$ cat src/rtl/stopwatch_bcd.sv
// stopwatch_bcd: MM:SS.t BCD stopwatch with run/pause/clear keys.
// Keys are asynchronous active-low buttons, each synchronized and edge-detected so
// that a held key produces a single event. Counting advances on the 100 ms tick
// while in RUN.
// Optional lap-freeze display is enabled with the macro STOPWATCH_LAP_EN. Without it,
// the lap key is ignored and the outputs are always live.
`timescale 1ns/1ps
module stopwatch_bcd #(
  parameter int unsigned WRAP = 1
) (
  input  logic       clkin,
  input  logic       rst_n,
  input  logic       tick,
  input  logic       key_start_n,
  input  logic       key_clear_n,
  input  logic       key_lap_n,
  output logic [3:0] tenths,
  output logic [3:0] sec_ones,
  output logic [3:0] sec_tens,
  output logic [3:0] min_ones,
  output logic [3:0] min_tens,
  output logic       running,
  output logic       lap_hold,
  output logic       overflow
);

  typedef enum logic [1:0] {
    StIdle  = 2'd0,
    StRun   = 2'd1,
    StPause = 2'd2
  } state_e;

  state_e      state_q, state_d;
  logic [2:0]  start_sync_q, clear_sync_q;
  logic        start_ev, clear_ev;
  logic        do_clear, count_en, at_max;
  logic [3:0]  tenths_q, tenths_d;
  logic [3:0]  sec_ones_q, sec_ones_d;
  logic [3:0]  sec_tens_q, sec_tens_d;
  logic [3:0]  min_ones_q, min_ones_d;
  logic [3:0]  min_tens_q, min_tens_d;
  logic        overflow_q, overflow_d;
  logic [19:0] live;

  // Two-flop synchronizers; bit 2 holds the previous synchronized level for edge detect.
  always_ff @(posedge clkin or negedge rst_n) begin
    if (!rst_n) begin
      start_sync_q <= 3'b111;
      clear_sync_q <= 3'b111;
    end else begin
      start_sync_q <= {start_sync_q[1:0], key_start_n};
      clear_sync_q <= {clear_sync_q[1:0], key_clear_n};
    end
  end

  // A press event is the synchronized level falling from 1 to 0.
  assign start_ev = start_sync_q[2] & ~start_sync_q[1];
  assign clear_ev = clear_sync_q[2] & ~clear_sync_q[1];

  // State register.
  always_ff @(posedge clkin or negedge rst_n) begin
    if (!rst_n) begin
      state_q <= StIdle;
    end else begin
      state_q <= state_d;
    end
  end

  // Next state; in RUN, start beats clear, elsewhere clear beats start.
  always_comb begin
    state_d  = state_q;
    do_clear = 1'b0;
    unique case (state_q)
      StIdle: begin
        if (clear_ev) begin
          do_clear = 1'b1;
        end else if (start_ev) begin
          state_d = StRun;
        end
      end
      StRun: begin
        if (start_ev) begin
          state_d = StPause;
        end
      end
      StPause: begin
        if (clear_ev) begin
          do_clear = 1'b1;
          state_d  = StIdle;
        end else if (start_ev) begin
          state_d = StRun;
        end
      end
      default: state_d = StIdle;
    endcase
  end

  // Ticks count on the current state only, so the leaving-RUN cycle still counts.
  assign count_en = tick && (state_q == StRun);
  assign at_max   = (min_tens_q == 4'd5) && (min_ones_q == 4'd9) && (sec_tens_q == 4'd5) &&
                    (sec_ones_q == 4'd9) && (tenths_q == 4'd9);

  // BCD cascade increment with wrap or saturate at 59:59.9.
  always_comb begin
    tenths_d   = tenths_q;
    sec_ones_d = sec_ones_q;
    sec_tens_d = sec_tens_q;
    min_ones_d = min_ones_q;
    min_tens_d = min_tens_q;
    // Wrap mode gives a one-cycle pulse; saturate mode keeps the flag sticky.
    overflow_d = (WRAP != 0) ? 1'b0 : overflow_q;
    if (do_clear) begin
      tenths_d   = 4'd0;
      sec_ones_d = 4'd0;
      sec_tens_d = 4'd0;
      min_ones_d = 4'd0;
      min_tens_d = 4'd0;
      overflow_d = 1'b0;
    end else if (count_en) begin
      if (at_max) begin
        if (WRAP != 0) begin
          tenths_d   = 4'd0;
          sec_ones_d = 4'd0;
          sec_tens_d = 4'd0;
          min_ones_d = 4'd0;
          min_tens_d = 4'd0;
        end
        overflow_d = 1'b1;
      end else if (tenths_q != 4'd9) begin
        tenths_d = tenths_q + 4'd1;
      end else begin
        tenths_d = 4'd0;
        if (sec_ones_q != 4'd9) begin
          sec_ones_d = sec_ones_q + 4'd1;
        end else begin
          sec_ones_d = 4'd0;
          if (sec_tens_q != 4'd5) begin
            sec_tens_d = sec_tens_q + 4'd1;
          end else begin
            sec_tens_d = 4'd0;
            if (min_ones_q != 4'd9) begin
              min_ones_d = min_ones_q + 4'd1;
            end else begin
              min_ones_d = 4'd0;
              min_tens_d = min_tens_q + 4'd1;
            end
          end
        end
      end
    end
  end

  // Digit and overflow registers.
  always_ff @(posedge clkin or negedge rst_n) begin
    if (!rst_n) begin
      tenths_q   <= 4'd0;
      sec_ones_q <= 4'd0;
      sec_tens_q <= 4'd0;
      min_ones_q <= 4'd0;
      min_tens_q <= 4'd0;
      overflow_q <= 1'b0;
    end else begin
      tenths_q   <= tenths_d;
      sec_ones_q <= sec_ones_d;
      sec_tens_q <= sec_tens_d;
      min_ones_q <= min_ones_d;
      min_tens_q <= min_tens_d;
      overflow_q <= overflow_d;
    end
  end

  assign live     = {min_tens_q, min_ones_q, sec_tens_q, sec_ones_q, tenths_q};
  assign running  = (state_q == StRun);
  assign overflow = overflow_q;

`ifdef STOPWATCH_LAP_EN
  logic [2:0]  lap_sync_q;
  logic        lap_ev;
  logic        lap_hold_q, lap_hold_d;
  logic [19:0] snap_q, snap_d;

  // Lap key synchronizer, same structure as the other keys.
  always_ff @(posedge clkin or negedge rst_n) begin
    if (!rst_n) begin
      lap_sync_q <= 3'b111;
    end else begin
      lap_sync_q <= {lap_sync_q[1:0], key_lap_n};
    end
  end

  assign lap_ev = lap_sync_q[2] & ~lap_sync_q[1];

  // Lap toggles in RUN (snapshot on freeze), releases in PAUSE, is ignored in IDLE.
  always_comb begin
    lap_hold_d = lap_hold_q;
    snap_d     = snap_q;
    if (do_clear) begin
      lap_hold_d = 1'b0;
    end else if (lap_ev) begin
      unique case (state_q)
        StRun: begin
          lap_hold_d = ~lap_hold_q;
          if (!lap_hold_q) begin
            snap_d = live;
          end
        end
        StPause: lap_hold_d = 1'b0;
        default: lap_hold_d = lap_hold_q;
      endcase
    end
  end

  // Lap hold flag and frozen digit snapshot.
  always_ff @(posedge clkin or negedge rst_n) begin
    if (!rst_n) begin
      lap_hold_q <= 1'b0;
      snap_q     <= 20'd0;
    end else begin
      lap_hold_q <= lap_hold_d;
      snap_q     <= snap_d;
    end
  end

  assign {min_tens, min_ones, sec_tens, sec_ones, tenths} = lap_hold_q ? snap_q : live;
  assign lap_hold = lap_hold_q;
`else
  logic unused_lap;
  assign unused_lap = key_lap_n;

  assign {min_tens, min_ones, sec_tens, sec_ones, tenths} = live;
  assign lap_hold = 1'b0;
`endif

endmodule

$ cat config.mk
export PLATFORM = sky130hd
export DESIGN_NAME = stopwatch_bcd
export DESIGN_NICKNAME = d
export VERILOG_FILES = /design/src/rtl/stopwatch_bcd.sv
export SDC_FILE = /design/constraint.sdc
export NUM_CORES = 1
export LEC_CHECK = 0
export ABC_AREA = 1
export ABC_CLOCK_PERIOD_IN_PS = 1800
export CAP_MARGIN = 0
export CORE_MARGIN = 10
export CORE_UTILIZATION = 45
export DETAILED_ROUTE_END_ITERATION = 16
export GPL_TIMING_DRIVEN = 0
export PLACE_DENSITY = 0.7
export SLEW_MARGIN = 30
export SYNTH_ARGS = -nofsm -noshare
export SYNTH_HDL_FRONTEND = slang
export SYNTH_SLANG_ARGS = --single-unit
$ cat constraint.sdc
create_clock -name clkin -period 1.8 [get_ports clkin]
set_input_delay 0.36 -clock clkin [delete_from_list [all_inputs] [get_ports clkin]]
set_output_delay 0.36 -clock clkin [all_outputs]
set_load 0.02 [all_outputs]
# == Word-level counts from Yosys, hierarchy flattened ==
# Cells that the tools add are included.
# word_totals
word_cells,87
mem_count,0
latch_bits,0
mem_bits_ro,0
ramBits,0
ff_bits,29
# classes
eq_ne,17
order_cmp,0
addsub,5
n_bitwise,4
multipliers,0
shift,0
div_mod_pow,0
mux,39
reduce_logical,13
# op_table
op,count
two-way mux 4 bit,29
"adder 4 x 1 -> 4 bit, second input constant",5
"equality test 4 bit, second input constant",3
"!= test 3 bit, second input constant",4
"!= test 4 bit, second input constant",3
"equality test 4 x 3 -> 1 bit, second input constant",2
two-way mux 2 bit,4
case mux 2 bit (3 select lines),1
logical AND 1 bit,5
two-way mux 1 bit,5
AND reduction 5 bit,1
"!= test 4 x 3 -> 1 bit, second input constant",1
AND reduction 2 bit,2
AND reduction 4 bit,1
AND reduction 3 bit,1
bitwise AND 1 bit,2
"equality test 2 x 1 -> 1 bit, second input constant",1
"equality test 2 bit, second input constant",1
zero test 2 bit,1
"!= test 2 x 1 -> 1 bit, second input constant",1
"!= test 2 bit, second input constant",1
NOT 1 bit,2
nonzero test 2 bit,1
OR reduction 2 bit,1

# == Logic depth before layout (Yosys ltp) ==
# depth
depth_word,8
depth_mapped,11
mapped_depth_nobuf,11

# == Worst setup path after synthesis ==
# No wires, ideal clock.
# synth_path
path_type,register to register
from,register tenths_q[0] (netlist: tenths[0])
to,register min_tens_q[1] (netlist: min_tens[1])
arrival_ns,1.462
path_stages_with_launch,9
t_required_ns,1.734
setup_ns,0.066
path_buffers,1
synth_period_minus_slack_ns,1.528
setup_slack_ns,0.272
path_cell_list,dfrtp_1 ha_1 nand3_1 nand2_1 nand2_2 nor2_8 buf_6 nand4_1 nand2_1
# synth_via
elab_chain_cells,5
# synth_lines
item,line,rtl
"start, declared",37,"logic [3:0] tenths_q, tenths_d;"
"start signal, assigned",163,tenths_q <= tenths_d;
equality test 4 bit,101,(sec_ones_q == 4'd9) && (tenths_q == 4'd9);
logical AND 1 bit,101,
two-way mux 4 bit,120,if (at_max) begin
two-way mux 4 bit,119,end else if (count_en) begin
two-way mux 4 bit,112,if (do_clear) begin
"end signal, assigned",167,min_tens_q <= min_tens_d;
"end, declared",41,"logic [3:0] min_tens_q, min_tens_d;"
# Parallel ways exist; a longest one is shown, timed or not. The select of a mux whose other input is x is not followed.
# A chain may end at the register's enable or synchronous reset.

# == Final worst setup path ==
# layout_path
from,register min_ones_q[1] (netlist: min_ones[1])
to,output port min_ones[1]
# layout_rtl
item,line,rtl
"start, declared",40,"logic [3:0] min_ones_q, min_ones_d;"
"start signal, assigned",166,min_ones_q <= min_ones_d;
"end, declared",20,"output logic [3:0] min_ones,"
# No word-level cell between the ends.

==> out/summary.txt <==
Clk Latency, worst-skew pair = 320 ps
Final setup viols = 0
Worst-margin pin slew = 634.0 ps
Final min period = 1725 ps
VDD IR max = 0.7973 mV
CTS sink cnt = 29
First-pass GRT wire length = 5658 microns
Die footprint = 0.006226 sq mm
Critical path depth in cells = 1
Hold Vio Cnt, Final = 0
Port bufs = 26
Clock root cell = clkbuf_4
CP bufs+invs = 1
# nets final = 225
Largest net degree at the start of global routing = 30
TritonCTS Buffers = 5
CTS tree = done
GP Congestion = 0.7743
Cells after DPL = 250
Core area = 0.003337 sq mm
Worst Path Required = 1440 ps
Ranking of synthesized cells by area = dfrtp_1, dfstp_2, nand2_1, ha_1, nand3_1
Post-Syn Area = 0.001561 sq mm
Die Height = 78.91 microns
Syn_area_per_cell = 8.772 sq um
Ys async rst share = 100.0%
Initial antenna violation count = 0
Placed inst area = 0.001874 sq mm
Hold crit path type = input port to async pin
Starting Density = 46.79%
Fmax achieved = 0.5797 GHz
Vias = 1280
Share of layout cells above drive strength 1 = 15.09%
Final worst slack = 74.95 ps
DRT Wirelength = 3294 microns
Top_reg_cell synth = dfrtp_1
Overflow after GRT = 0
R2R depth = 9
Critical path's top delay family = buffers and inverters
Top Ports = 29
Worst slack at placement = -79.10 ps
Crit path capture type = primary output
Gr usage total = 11.09%
Post-synth EDFFs = 0
Most common cell in the netlist = nand2_1
Critical path class = flip-flop to primary output
Flop and latch count out of synthesis = 29
DPL Wire Length = 2532 microns
YS warnings = 0
Drt drc = 0
Sequential share of the synthesized area = 46.96%
Synth cell count leaders = nand2_1, dfrtp_1, inv_1
Library cells used by synthesis = 31
Std-Cell Rows = 21
Worst path arrival time = 1370 ps
Startpoint Class = flip-flop
Syn nets = 192
Antenna viol nets, final = 0
Final non-filler cell total = 258
Leak = 1.108 nW
Max Transition Viols Final = 0
First-pass detailed-route iteration total = 4
Pwr/cell area = 1255 mW/mm^2
Post-synthesis cell count = 178
Period utilization = 95.84%
Inserted Diodes = 0
H-tree depth = 2
Max_cap viols = 0
CP peak stage delay = 630 ps
Mean routed wirelength per cell = 12.77 microns
Clock Tree Buf Depth = 2
Clk slew on worst S/H paths = 100 ps
Area delta synth->final = 27.08%
Crit-path cells = clkdlybuf4s50_1
# Post-CTS Setup Buffers = 0
Slowest cell on crit path = clkdlybuf4s50_1
Outcome = complete, no violations
Synth top area share = 36.86%
Clk_skew = 7.048 ps
Slew Limit Headroom = 57.74%
Die W = 78.91 microns
Crit path max fanout = 4
Starting DRT DRC Count = 91
Vias in the first global route = 1309
DR vias/cell = 4.961
Area leader, netlist = dfrtp_1
Setup TNS = 0 ps
Finished Cell Area = 0.001984 sq mm
sequential cells by signal (all words and copies together) (netlist names), 2 cells and up:
| name | flops |
|---|---|
| min_ones | 4 |
| min_tens | 4 |
| sec_ones | 4 |
| sec_tens | 4 |
| tenths | 4 |
| clear_sync_q | 3 |
| start_sync_q | 3 |
| state_q | 2 |
placed cells by master (no fill, tap or decap), types with 2 or more instances in the layout:
master	netlist	final
nand2_1	34	34
dfrtp_1	23	23
inv_1	21	21
nor2_1	19	18
nand3_1	16	16
clkdlybuf4s50_1	0	13
o21ai_0	9	9
dlymetal6s2s_1	0	9
ha_1	8	8
nand4_1	7	7
dfstp_2	6	6
xor2_1	5	5
clkbuf_4	0	5
inv_2	3	3
o22ai_1	3	3
dlygate4sd2_1	0	3
nor2_2	1	2
nand2_2	2	2
buf_6	2	2
nand2_4	2	2
o21ai_1	2	2
o21a_1	2	2
stage by stage:
stage,util [%],hold WS (ps),total power [W]
finish,59.47,44.25,0.002491
global route,59.47,65.70,0.002679
CTS,58.72,68.00,0.002530
detailed placement,56.17,348.1,0.001974
global placement,56.32,345.2,0.001915
floorplan,-,64.41,0.001549
power by group:
part           switching, W  leakage (nW)  internal (W)
Clock              0.000235        0.0445      0.000330
Combinational      0.000546         0.709      0.000407
Sequential         0.000174         0.354      0.000799
timing repair:
| item | in CTS | in global routing |
|---|---|---|
| resized for setup | 3 | 10 |
| hold buffers | 0 | 0 |
| gates cloned | 0 | 0 |
| endpoints found under the setup margin | 3 | 10 |
worst reg2reg max path, cell delays in order (launching register included):
cell	delay, ps
dfrtp_1	420
inv_1	90
ha_1	180
nand3_1	110
nand2_1	120
nand2_2	120
nor2_8	160
buf_6	150
nand4_1	110
nand2_1	110
cells by family after synthesis:
logic type	after synthesis	synth area share [%]
and+or+nand+nor	86	27.08
DFF	29	46.95
buffers and inverters	27	7.693
AOI/OAI and AO/OA	20	7.612
adders and majority gates	8	6.411
xor gates and xnor gates	6	3.365
other	1	0.2402
muxes	1	0.6411
path summary, 6_finish.rpt:
kind | end | startpoint | slack, ps
max reg2reg | min_tens[2] | tenths[1] | 170
min reg2reg | start_sync_q[1] | start_sync_q[0] | 360
max | min_ones[1] | min_ones[1] | 70
min | min_ones[3] | rst_n | 40
max in group asynchronous | sec_ones[3] | rst_n | 1340
min in group clkin | start_sync_q[1] | start_sync_q[0] | 360
routing by layer:
| metal | part of all wire (%) | vias to the layer above | global-route usage (%) | wire, microns |
|---|---|---|---|---|
| li1 | - | 638 | - | - |
| met1 | 41 | 601 | 11.13 | 1356 |
| met2 | 49 | 37 | 18.67 | 1605 |
| met3 | 9.0 | 4 | 6.532 | 296 |
| met4 | 1.0 | 0 | 4.122 | 34 |
| met5 | 0 | - | 0 | 0 |
area by class of cell:
type / count / area [sq um]
Fill cell: 317 / 1353
Sequential cell: 29 / 733.2
Multi-Input combinational cell: 122 / 710.7
Timing Repair Buffer: 26 / 274.0
Inverter: 24 / 90.09
Tap cell: 46 / 57.56
Clock buffer: 6 / 51.30
Clock inverter: 2 / 37.54
Buffer: 3 / 30.03
No activity file was read; power rests on OpenSTA's default activity.
